===== config.mk =====
export PLATFORM = sky130hd
export DESIGN_NAME = aes_ctr_block_packer
export DESIGN_NICKNAME = d
export VERILOG_FILES = /design/src/rtl/aes_ctr_block_packer.sv
export SDC_FILE = /design/constraint.sdc
export NUM_CORES = 1
export LEC_CHECK = 0
export ABC_AREA = 1
export ABC_CLOCK_PERIOD_IN_PS = 23800
export CAP_MARGIN = 10
export CORE_ASPECT_RATIO = 1.25
export CORE_MARGIN = 2
export CORE_UTILIZATION = 40
export DETAILED_ROUTE_END_ITERATION = 8
export MAX_ROUTING_LAYER = met4
export PLACE_DENSITY = 0.7
export SLEW_MARGIN = 20
export SYNTH_ARGS = -nofsm -noshare
export SYNTH_HDL_FRONTEND = slang
export SYNTH_SLANG_ARGS = --single-unit

===== constraint.sdc =====
create_clock -name clk -period 23.8 [get_ports clk]
set_input_delay 7.14 -clock clk [delete_from_list [all_inputs] [get_ports clk]]
set_output_delay 7.14 -clock clk [all_outputs]
set_load 0.01 [all_outputs]

===== src/rtl/aes_ctr_block_packer.sv =====
// rtl/aes_ctr_block_packer.sv - packs a plaintext byte stream into 128-bit blocks behind a small block FIFO
//
// Ports:
//   clk, reset        clock (rising edge), asynchronous active-high reset
//   byte_in/valid     plaintext byte stream in; byte_ready back-pressures the source
//   flush             1-cycle pulse closing the current partial block as last
//   blk_data          FIFO head block, first byte received in [127:120]
//   blk_nbytes        valid bytes in blk_data (1..16)
//   blk_last          block was closed by flush
//   blk_valid/ready   FIFO head handshake toward the encryption core
//   blk_count         blocks popped since reset, wrapping
module aes_ctr_block_packer #(
    parameter int         FIFO_DEPTH = 2,
    parameter logic [7:0] PAD_BYTE   = 8'h00
) (
    input  logic         clk,
    input  logic         reset,
    input  logic [7:0]   byte_in,
    input  logic         byte_valid,
    output logic         byte_ready,
    input  logic         flush,
    output logic [127:0] blk_data,
    output logic [4:0]   blk_nbytes,
    output logic         blk_last,
    output logic         blk_valid,
    input  logic         blk_ready,
    output logic [31:0]  blk_count
);
    localparam int PTR_W = (FIFO_DEPTH > 1) ? $clog2(FIFO_DEPTH) : 1;
    localparam int CNT_W = $clog2(FIFO_DEPTH + 1);
    localparam logic [CNT_W-1:0] DEPTH_C  = CNT_W'(FIFO_DEPTH);
    localparam logic [127:0]     PAD_FILL = {16{PAD_BYTE}};

    typedef enum logic {FILL, FLUSH_WAIT} state_t;

    state_t         state, state_next;
    logic [3:0]     cnt, cnt_next;
    logic [127:0]   fill, fill_next;
    logic [127:0]   fill_with_byte;
    logic           running;

    logic [127:0]   mem_data   [FIFO_DEPTH];
    logic [4:0]     mem_nbytes [FIFO_DEPTH];
    logic           mem_last   [FIFO_DEPTH];
    logic [PTR_W-1:0] wr_ptr, rd_ptr;
    logic [CNT_W-1:0] fifo_count;

    logic           accept, pop, push;
    logic [127:0]   push_data;
    logic [4:0]     push_nbytes;
    logic           push_last;

    // running holds byte_ready low while reset is asserted and releases it
    // on the first clock after reset, keeping byte_ready purely registered.
    assign byte_ready = running && (state == FILL) && (fifo_count < DEPTH_C);
    assign accept     = byte_valid && byte_ready;
    assign blk_valid  = (fifo_count != '0);
    assign pop        = blk_valid && blk_ready;
    assign blk_data   = blk_valid ? mem_data[rd_ptr]   : '0;
    assign blk_nbytes = blk_valid ? mem_nbytes[rd_ptr] : '0;
    assign blk_last   = blk_valid ? mem_last[rd_ptr]   : 1'b0;

    // Unwritten bytes of fill always hold PAD_BYTE, so a flushed partial
    // block is simply the fill register as it stands.
    always_comb begin
        fill_with_byte = fill;
        for (int i = 0; i < 16; i++) begin
            if (cnt == 4'(i)) begin
                fill_with_byte[127-8*i -: 8] = byte_in;
            end
        end
    end

    always_comb begin
        state_next  = state;
        cnt_next    = cnt;
        fill_next   = fill;
        push        = 1'b0;
        push_data   = fill_with_byte;
        push_nbytes = {1'b0, cnt} + 5'd1;
        push_last   = flush;
        case (state)
            FILL: begin
                if (accept) begin
                    if (cnt == 4'd15 || flush) begin
                        push      = 1'b1;
                        cnt_next  = 4'd0;
                        fill_next = PAD_FILL;
                    end else begin
                        cnt_next  = cnt + 4'd1;
                        fill_next = fill_with_byte;
                    end
                end else if (flush && cnt != 4'd0) begin
                    if (fifo_count == DEPTH_C) begin
                        state_next = FLUSH_WAIT;
                    end else begin
                        push        = 1'b1;
                        push_data   = fill;
                        push_nbytes = {1'b0, cnt};
                        push_last   = 1'b1;
                        cnt_next    = 4'd0;
                        fill_next   = PAD_FILL;
                    end
                end
            end
            FLUSH_WAIT: begin
                // fifo_count is registered, so a slot freed by a pop is seen
                // one cycle later and the pending block goes in on that edge.
                if (fifo_count != DEPTH_C) begin
                    push        = 1'b1;
                    push_data   = fill;
                    push_nbytes = {1'b0, cnt};
                    push_last   = 1'b1;
                    cnt_next    = 4'd0;
                    fill_next   = PAD_FILL;
                    state_next  = FILL;
                end
            end
            default: state_next = FILL;
        endcase
    end

    always_ff @(posedge clk or posedge reset) begin
        if (reset) begin
            state      <= FILL;
            cnt        <= 4'd0;
            fill       <= PAD_FILL;
            running    <= 1'b0;
            wr_ptr     <= '0;
            rd_ptr     <= '0;
            fifo_count <= '0;
            blk_count  <= 32'd0;
        end else begin
            state   <= state_next;
            cnt     <= cnt_next;
            fill    <= fill_next;
            running <= 1'b1;
            if (push) begin
                wr_ptr <= wr_ptr + PTR_W'(1);
            end
            if (pop) begin
                rd_ptr    <= rd_ptr + PTR_W'(1);
                blk_count <= blk_count + 32'd1;
            end
            if (push && !pop) begin
                fifo_count <= fifo_count + CNT_W'(1);
            end else if (pop && !push) begin
                fifo_count <= fifo_count - CNT_W'(1);
            end
        end
    end

    always_ff @(posedge clk) begin
        if (push) begin
            mem_data[wr_ptr]   <= push_data;
            mem_nbytes[wr_ptr] <= push_nbytes;
            mem_last[wr_ptr]   <= push_last;
        end
    end
endmodule


==> flow_metrics.py <==
metrics = {
    "logic_synthesis": {
        "synthFlopType": "edfxtp_1",
        "synth_edf_count": 268,
        "synth_area_per_cell_um2": 9.50,
        "synth_common_cells": "nand2_1 (669), edfxtp_1 (268), o21ai_0 (239)",
        "synth_warnings": 0,
        "synth_area_leaders": "edfxtp_1 (41%), dfrtp_1 (22%), nand2_1 (13%), o21ai_0 (6.1%), a21oi_1 (3.5%)",
        "synth-seq-cells": 438,
        "syn_area_um2": 19700,
        "synth.top_cell.area_share_pct": 40.8,
        "seq_area_frac_synth_pct": 62.4,
        "synth_most_common_cell": "nand2_1",
        "synthCells": 2077,
        "ys_async_sr_fraction_pct": 38.8,
        "syn-num-nets": 2096,
        "synth_cell_type_count": 29,
        "yosysTopAreaCell": "edfxtp_1",
    },
    "clock_network": {
        "post_cts_buffers": 0,
        "clockRootBuffer": "clkbuf_16",
        "clock_latency_ps": 550,
        "clk_pin_slew_ps": 60,
        "clock_sinks": 438,
        "cts_tree": "yes",
        "cts_buffers": 44,
        "cts_resized": 0,
        "cts_hold_buf": 0,
        "htree_levels": 2,
        "cts_buffer_depth": 3,
    },
    "grt": {
        "overflow": 0,
        "antenna_found_initial": 0,
        "grt_max_degree": 115,
        "grt_pass1_wl_mm": 80.8,
        "grt_usage_pct": 20.7,
        "grt_pass1_vias": 14400,
    },
    "finish": {
        "diodes": 0,
        "seq_area_um2": 12300,
        "nNetsFinal": 2208,
        "fin_util_pct": 47.2,
        "area_growth_pct": 17.5,
        "drive_gt1_share_pct": 4.45,
        "multi_input_area_um2": 6100,
        "fill_cells": 4393,
    },
    "power": {
        "powerDensity_nw_per_um2": 119,
        "power.leakage_nw": 9.12,
        "irDropWorstVdd_mv": 0.0709,
    },
    "placement": {
        "portBuffers": 180,
        "place.gp.congestion": 0.879,
        "dp_hpwl_mm": 31.7,
    },
    "timing": {
        "setup_viol": 0,
        "finClkSkew_ps": 17.9,
        "fin_crit_sh_pct": 46.5,
        "tightest_slew_ps": 1090,
        "timing.fmax_mhz": 90.3,
        "worst_slew_margin_rel_pct": 27.6,
        "setup_tns_ps": 0,
        "slew_viol_final": 0,
        "finalHoldViolCount": 0,
        "min_period_ps": 11070,
        "grt_setup_unrepaired": "no",
        "hold_slack_ps": 521,
    },
    "routing": {
        "drt_pass1_iterations": 6,
        "drt_wl_total_mm": 51.9,
        "drc": 0,
        "vias": 15000,
        "first_iter_violations": 1199,
        "wl_per_cell_um": 18.1,
        "viasPerCell": 5.23,
        "antenna_left": 0,
    },
    "hold_path": {
        "hold_class": "register to register",
    },
    "run_status": {
        "status": "finished, final reports clean",
    },
    "die": {
        "pin_count": 181,
        "start_util_pct": 40.2,
        "rows": 91,
        "die_h_um": 252,
        "core_um2": 49100,
        "die_x_um": 203,
        "die_area_um2": 51100,
    },
    "critical_path": {
        "required_ps": 16660,
        "cp.arrival_ps": 3930,
        "crit_chain": "inv_4 -> buf_4 -> nand2_1 -> a21oi_1 -> clkdlybuf4s50_1",
        "crit_fanout": 76,
        "max_stage_delay_ps": 800,
        "crit_slowest_cell": "buf_4",
        "crit_buf_inv": 3,
        "critPathLaunchType": "register",
        "endpoint_kind": "output pin",
        "crit_type": "register to output pin",
        "path_delay_family": "buffers and inverters",
    },
    "run": {
        "drv_cap": 0,
    },
}
==> tightest hold or removal path, stage by stage (launching register included) <==
cell and delay [ps]:
dfrtp_1 350, nand3_1 80, nand2_1 60
==> state kept, by name, summed over array words and instances (netlist names) <==
register	cells
mem_last	2
blk_count	32
mem_nbytes	10
wr_ptr	1
running	1
fifo_count	2
fill	128
cnt	4
rd_ptr	1
mem_data	256
state	1
==> final cells by class <==
type                    instances  area share, %
inverters                     188           3.12
flip-flops and latches        438           53.1
repair buffers                192           8.18
well taps                     651           3.51
clock buffers                  58           5.20
multi-input cells            1325           26.3
clock inverters                22          0.610
==> where the power goes <==
group | switching (mW) | internal [mW] | total (mW)
Sequential | 0.0624 | 1.00 | 1.06
Combinational | 0.661 | 0.384 | 1.04
Clock | 0.287 | 0.368 | 0.655
Total | 1.01 | 1.75 | 2.76
==> cell families (layout without fill, tap and decap cells) <==
group,count (synthesis),in the layout,share of synthesized area [%]
AO/OA/AOI/OAI,530,530,13.9
other,1,1,0.0190
AND/OR/NAND/NOR,760,760,15.2
XOR/XNOR,28,28,1.24
adder cells (fa/ha/maj),6,6,0.381
buffers and inverters,314,460,6.88
flip-flops,438,438,62.4
==> per-stage QoR <==
step | power [mW] | setup slack [ps] | instance area (um2) | std cells
3_3_place_gp | 2.12 | 12630 | 21800 | 2794
2_1_floorplan | 1.65 | 9200 | 19700 | 2077
6_report | 2.76 | 12730 | 23200 | 2874
5_1_grt | 2.91 | 12550 | 23200 | 2874
3_5_place_dp | 2.14 | 12560 | 21800 | 2794
4_1_cts | 2.80 | 12680 | 23200 | 2874
==> layer usage <==
layer | global-route usage [%] | share of wire (%) | up-vias
met5 | - | 0 | -
met4 | 6.86 | 3.0 | 0
met3 | 2.51 | 4.9 | 97
met2 | 35.0 | 51 | 432
met1 | 26.0 | 41 | 7331
li1 | - | - | 7184
==> final timing paths <==
check,from,to,slack (ps),depth (start not counted)
worst max-delay path,rd_ptr$_DFFE_PP0P_,blk_nbytes[2],12730,5
worst min-delay path,wr_ptr$_DFFE_PP0P_,wr_ptr$_DFFE_PP0P_,520,2
worst max register to register,cnt[0]$_DFFE_PP0P_,mem_data[1][54]$_DFFE_PP_,18900,9
worst min register to register,wr_ptr$_DFFE_PP0P_,wr_ptr$_DFFE_PP0P_,520,2
max in group asynchronous,reset,fill[55]$_DFFE_PP0P_,15200,3
min in group asynchronous,reset,blk_count[15]$_DFFE_PP0P_,7150,2
==> cells in the final DEF, fill, tap and decap left out, types with 18 or more instances in the layout <==
master           Yosys  routed
o21ai_1             76      76
xor2_1              18      18
a21oi_1            137     136
o22ai_1             78      78
o21ai_0            239     239
nor2_1              36      35
nand3_1             29      29
edfxtp_1           268     268
clkdlybuf4s50_1      0     180
clkbuf_16            0      45
dfrtp_1            170     169
inv_1              181     179
nand2_1            669     669
No activity file was read; power rests on OpenSTA's default activity.
